### src/rtl/w_writeback_grf.sv
// rtl/w_writeback_grf.sv - W-stage writeback, 32x32 GPR file, W->D bypass, commit trace, retire counter
//
// Purpose:
//   Selects the writeback value for the W-stage instruction and commits it to the
//   general register file. Serves two combinational D-stage read ports that bypass
//   the value being committed in the same cycle. Publishes a registered commit trace
//   and counts retired commits.
//
// Ports:
//   clk, reset                    rising-edge clock, synchronous active-high reset
//   w_pc, w_write_reg, w_wb_sel   W-stage PC, destination GPR and writeback source select
//   w_alu_result, w_mem_data,
//   w_md_value, w_cp0_out         candidate writeback values
//   d_rs_addr/d_rt_addr           D-stage read addresses
//   d_rs_data/d_rt_data           D-stage read data (combinational, bypassed)
//   w_fwd_data, w_we              selected writeback value and commit strobe
//   trace_valid/pc/reg/data       registered trace of last cycle's commit
//   retire_cnt                    commits since reset
module w_writeback_grf #(
    parameter int CNT_W    = 32,
    parameter bit TRACE_EN = 1'b1
) (
    input  logic             clk,
    input  logic             reset,
    input  logic [31:0]      w_pc,
    input  logic [4:0]       w_write_reg,
    input  logic [2:0]       w_wb_sel,
    input  logic [31:0]      w_alu_result,
    input  logic [31:0]      w_mem_data,
    input  logic [31:0]      w_md_value,
    input  logic [31:0]      w_cp0_out,
    input  logic [4:0]       d_rs_addr,
    input  logic [4:0]       d_rt_addr,
    output logic [31:0]      d_rs_data,
    output logic [31:0]      d_rt_data,
    output logic [31:0]      w_fwd_data,
    output logic             w_we,
    output logic             trace_valid,
    output logic [31:0]      trace_pc,
    output logic [4:0]       trace_reg,
    output logic [31:0]      trace_data,
    output logic [CNT_W-1:0] retire_cnt
);

    localparam logic [2:0] SEL_ALU  = 3'd1;
    localparam logic [2:0] SEL_MEM  = 3'd2;
    localparam logic [2:0] SEL_LINK = 3'd3;
    localparam logic [2:0] SEL_MDU  = 3'd4;
    localparam logic [2:0] SEL_CP0  = 3'd5;

    logic [31:0]      wData;
    logic             selValid;
    logic [31:0]      grf [0:31];
    logic [CNT_W-1:0] retireCnt;

    always_comb begin
        wData = 32'd0;
        case (w_wb_sel)
            SEL_ALU:  wData = w_alu_result;
            SEL_MEM:  wData = w_mem_data;
            SEL_LINK: wData = w_pc + 32'd8;
            SEL_MDU:  wData = w_md_value;
            SEL_CP0:  wData = w_cp0_out;
            default:  wData = 32'd0;
        endcase
    end

    assign selValid   = (w_wb_sel >= SEL_ALU) && (w_wb_sel <= SEL_CP0);
    assign w_we       = (w_write_reg != 5'd0) && selValid;
    assign w_fwd_data = wData;

    // Entry 0 is cleared by reset and never written (w_we excludes reg 0); reads of
    // address 0 are forced to zero anyway.
    always_ff @(posedge clk) begin
        if (reset) begin
            for (int i = 0; i < 32; i++) begin
                grf[i] <= 32'd0;
            end
        end else if (w_we) begin
            grf[w_write_reg] <= wData;
        end
    end

    // Same-cycle bypass: a D-stage read of the register being committed sees the new value.
    always_comb begin
        d_rs_data = 32'd0;
        if (d_rs_addr == 5'd0) begin
            d_rs_data = 32'd0;
        end else if (w_we && (d_rs_addr == w_write_reg)) begin
            d_rs_data = wData;
        end else begin
            d_rs_data = grf[d_rs_addr];
        end
    end

    always_comb begin
        d_rt_data = 32'd0;
        if (d_rt_addr == 5'd0) begin
            d_rt_data = 32'd0;
        end else if (w_we && (d_rt_addr == w_write_reg)) begin
            d_rt_data = wData;
        end else begin
            d_rt_data = grf[d_rt_addr];
        end
    end

    always_ff @(posedge clk) begin
        if (reset) begin
            retireCnt <= '0;
        end else if (w_we) begin
            retireCnt <= retireCnt + 1'b1;
        end
    end

    assign retire_cnt = retireCnt;

    generate
        if (TRACE_EN) begin : gTrace
            logic        traceValidQ;
            logic [31:0] tracePcQ;
            logic [4:0]  traceRegQ;
            logic [31:0] traceDataQ;

            // Payload holds its last committed value when no commit occurs.
            always_ff @(posedge clk) begin
                if (reset) begin
                    traceValidQ <= 1'b0;
                    tracePcQ    <= 32'd0;
                    traceRegQ   <= 5'd0;
                    traceDataQ  <= 32'd0;
                end else begin
                    traceValidQ <= w_we;
                    if (w_we) begin
                        tracePcQ   <= w_pc;
                        traceRegQ  <= w_write_reg;
                        traceDataQ <= wData;
                    end
                end
            end

            assign trace_valid = traceValidQ;
            assign trace_pc    = tracePcQ;
            assign trace_reg   = traceRegQ;
            assign trace_data  = traceDataQ;
        end else begin : gNoTrace
            assign trace_valid = 1'b0;
            assign trace_pc    = 32'd0;
            assign trace_reg   = 5'd0;
            assign trace_data  = 32'd0;
        end
    endgenerate

endmodule

### config.mk
export PLATFORM = sky130hd
export DESIGN_NAME = w_writeback_grf
export DESIGN_NICKNAME = d
export VERILOG_FILES = /design/src/rtl/w_writeback_grf.sv
export SDC_FILE = /design/constraint.sdc
export NUM_CORES = 2
export LEC_CHECK = 0
export CAP_MARGIN = 40
export CORE_ASPECT_RATIO = 0.6
export CORE_MARGIN = 5
export CORE_UTILIZATION = 45
export CTS_BUF_LIST = sky130_fd_sc_hd__clkbuf_2 sky130_fd_sc_hd__clkbuf_4 sky130_fd_sc_hd__clkbuf_8
export DETAILED_ROUTE_END_ITERATION = 16
export GPL_ROUTABILITY_DRIVEN = 0
export HOLD_SLACK_MARGIN = 0.15
export MAX_ROUTING_LAYER = met4
export PLACE_DENSITY = 0.59
export RECOVER_POWER = 25
export SETUP_SLACK_MARGIN = 0.05
export SLEW_MARGIN = 20
export SYNTH_ARGS = -nofsm -noshare
export SYNTH_HDL_FRONTEND = slang
export SYNTH_SLANG_ARGS = --single-unit
### constraint.sdc
create_clock -name clk -period 3.45 [get_ports clk]
set_input_delay 0.5175 -clock clk [delete_from_list [all_inputs] [get_ports clk]]
set_output_delay 0.5175 -clock clk [all_outputs]
set_load 0.005 [all_outputs]
==> out/results.md <==
• Async S/R FF share, synth: 0
• yosys warns: 0
• final standard cell area without fillers: 75710 um2
• share of the yosys chip area belonging to registers: 0.5646
• Filler Cells Inserted: 10200
• standard-cell row count: 102
• number of non-filler instances in the completed layout: 7269
• Clock Skew: 14.27 ps
• Worst IR Drop VDD: 0.4084 mV
• clock sink count: 1126
• Wirelength per Cell: 33.96 um
• clock network fraction of design power: 0.335
• length in cells of the worst reg-to-reg path: 6
• area growth from synthesis to layout: 30.36%
• cell area reported after detailed placement: 70110 um2
• number of nets in the layout: 5583
• Achievable Freq: 283.3 MHz
• actual transition at the worst max-transition pin: 2390 ps
• Clock H-tree levels: 4
• overall global routing resource usage: 0.3671
• internal power component: 0.02451 W
• run status: finished with violations
• number of port buffers: 378
• Slew Viols, Final: 71
• cell at the root of the clock tree: clkbuf_8
• final antenna-violating net count: 0
• endpoint kind of the worst setup timing path: flip-flop
• top cells by area in the synthesized netlist: edfxtp_1 53%, mux4_2 19%, nor2_1 7.4%, dfxtp_1 3.5%, mux2i_1 2.0%
• number of maximum-capacitance violations: 2
• Die Width: 473.8 um
• Final Worst Setup Slack: -79.35 ps
• commonest non-fill, non-tap cell in the layout: nor2_1
• cts bufs inserted: 173
• source-to-sink clock delay at the later pin of the worst-skew pair: 900 ps
• maximum net fanout on the critical path: 25
• register-to-register setup slack: 1380 ps
• die height: 288.3 um
• num ports: 379
• pin count of the biggest net entering global routing: 79
• predominant post-synthesis flop cell: edfxtp_1
• unrepaired setup endpoints after global routing: yes
• number of flip-flops under the largest register name: 1024
• part of the power in combinational logic: 0.198
• post-synthesis register bit count: 1126
• final core utilization: 0.5885
• Net Sw Frac: 0.2855
• area fraction of the dominant cell type after synthesis: 0.5295
• cells after synthesis: 4390
• total vias in the final route: 46650
• overall power: 0.03431 W
• clock transition at the register clock pins on the worst setup and hold paths after CTS: 60 ps
• DRT Wirelength: 246900 um
• TritonRoute pass-1 iters: 5
• Critical Path AT: 4130 ps
• first-pass GRT wire length: 342800 um
• Final Setup Violations: 30
• post-synthesis cell area: 58080 um2
• GRT overflow: 0
• floorplan die area: 136600 um2
• placeable core region: 128600 um2
• fin crit share: 1.023
• Max Buffers Root-to-Sink: 3
• via count of the first global-routing pass: 44780
• shortest period the worst path allows: 3529 ps
• relative slew slack: -0.5935
• violations in the final reports: max-capacitance violations, max-slew violations, negative setup slack
• endpoint of the lowest-slack register-to-register path: retire_cnt[28]
• switching power total: 0.009795 W
• Hold Crit Start: w_write_reg[4]
• number of vias per cell after detailed routing: 6.418
• Syn Area/Cell: 13.23 um2
• drt drc: 0
• power density over the cells: 453.1 nW/um2
• TritonCTS clock tree: built
• number of flops mapped to enable cells by yosys: 1024
• Biggest register: grf
• data required time at the worst endpoint: 4050 ps
• type of the setup path with the least slack: primary input to flip-flop
• commonest cells after routing, fill and taps aside: 1128 x nor2_1, 1024 x edfxtp_1, 647 x buf_4
• portion of total power attributed to sequential cells: 0.467
• launch instance of the worst register-to-register path: retire_cnt[4]
• path category of the worst min-delay check: primary input to flip-flop
• number of hold violations in the final report: 0
• Critical Path Source Type: primary input
• Iter 0 DRT Violations: 7512
• post-synth cell types: 62
• static leakage: 27.14 nW
• number of antenna violations at the first check in global routing: 13
• number of placed instances with taps included: 6851
• Worst Hold Margin: 137.0 ps
• cell type contributing the most total cell area after synthesis: edfxtp_1
• share of post-route cells with drive strength above 1: 0.3697
• instance count along the most critical hold path: 4
• Endpoint, Worst Hold: trace_reg[4]
• placed wire-length estimate: 172500 um
• initial core utilization: 0.4515
stage by stage:
step / TNS, ps / worst slack (ps)
floorplan: 0 / 463.7
global placement: -43470 / -823.0
detailed placement: -46800 / -709.8
CTS: -448.3 / -151.5
global route: -2022 / -162.6
finish: -1212 / -79.35
cells in the mapped netlist, types with 3 or more instances:
| cell | instances |
|---|---|
| and4_1 | 8 |
| or4_1 | 6 |
| o2111ai_1 | 5 |
| nor3b_2 | 3 |
| inv_1 | 37 |
| nor3b_1 | 5 |
| a211oi_1 | 114 |
| buf_1 | 35 |
| xnor2_1 | 28 |
| a2111oi_0 | 6 |
| o21ai_0 | 28 |
| buf_6 | 13 |
| and3b_1 | 4 |
| a22oi_1 | 95 |
| xor2_1 | 36 |
| or2_2 | 9 |
| and3_1 | 11 |
| a21oi_1 | 67 |
| a221oi_2 | 9 |
| nand4_1 | 15 |
| mux2i_1 | 116 |
| o22ai_1 | 135 |
| nand2b_1 | 42 |
| nand2_1 | 187 |
| dfxtp_1 | 102 |
| clkbuf_1 | 240 |
| and2_1 | 14 |
| inv_2 | 3 |
| a2bb2oi_1 | 3 |
| a311oi_1 | 4 |
| buf_2 | 147 |
| or3_1 | 6 |
| a31oi_1 | 10 |
| nor4_1 | 9 |
| nor2_1 | 1151 |
| edfxtp_1 | 1024 |
| mux2_2 | 21 |
| nand3_1 | 35 |
| nor3_1 | 53 |
| nor2b_1 | 23 |
| buf_4 | 12 |
| mux4_2 | 496 |
power by group through the flow:
stage          Combinational [W]  Clock [W]  Sequential [W]
3_5_place_dp             0.00620          0          0.0163
3_3_place_gp             0.00619          0          0.0162
2_1_floorplan            0.00283          0          0.0162
4_1_cts                  0.00651     0.0115          0.0160
6_report                 0.00679     0.0115          0.0160
5_1_grt                  0.00696     0.0122          0.0161
kinds of logic after synthesis:
family / after synthesis / synth area share
XOR/XNOR: 64 / 0.009652
other: 1 / 0.00006457
AO/OA/AOI/OAI: 488 / 0.05849
multiplexers: 633 / 0.2164
adder cells (fa/ha/maj): 2 / 0.0004308
AND/OR/NAND/NOR: 1588 / 0.1132
buffers and inverters: 488 / 0.03716
flip-flops: 1126 / 0.5646
area by class of cell:
| class | instances | area, um2 | area share |
|---|---|---|---|
| Clock inverter | 76 | 466.7 | 0.006164 |
| Inverter | 41 | 156.4 | 0.002066 |
| Antenna cell | 14 | 35.03 | 0.0004627 |
| Multi-Input combinational cell | 2807 | 25420 | 0.3358 |
| Tap cell | 1716 | 2147 | 0.02836 |
| Sequential cell | 1126 | 32790 | 0.4331 |
| Clock buffer | 237 | 2930 | 0.03870 |
| Timing Repair Buffer | 1252 | 11760 | 0.1553 |
per-layer routing:
layer | global-route usage | part of all wire | vias up | wire length, um
met2 | 0.4972 | 0.42 | 3628 | 102600
met4 | 0.1310 | 0.039 | 0 | 9749
met3 | 0.1400 | 0.16 | 567 | 40020
met5 | - | 0 | - | 0
met1 | 0.5050 | 0.38 | 23770 | 94460
li1 | - | - | 18690 | -
worst max-delay path by stage:
stage | startpoint | end | slack, ps | depth (start not counted)
2_1_floorplan | w_wb_sel[1] | grf[12][0] | 460 | 8
3_3_place_gp | w_pc[5] | d_rt_data[24] | -820 | 9
3_5_place_dp | w_pc[6] | d_rt_data[24] | -710 | 9
4_1_cts | grf[19][0] | d_rs_data[0] | -150 | 8
5_1_grt | grf[18][0] | d_rs_data[0] | -160 | 8
6_report | reset | grf[15][4] | -80 | 7
what timing repair did:
action                     CTS  global route
pin swaps                   84            63
gates cloned                 0             1
hold endpoints to repair    31             4
hold buffers                11             4
setup endpoints to repair   95            72
resized for setup          474           150
setup buffers               52            31
worst max-delay path, cell delays in order:
cell and delay, ps:
dlygate4sd3_1 550, clkbuf_1 1180, and4b_1 300, clkbuf_2 360
nand2_1 300, clkbuf_1 790, nor2_1 80
No activity file was read; power rests on OpenSTA's default activity.
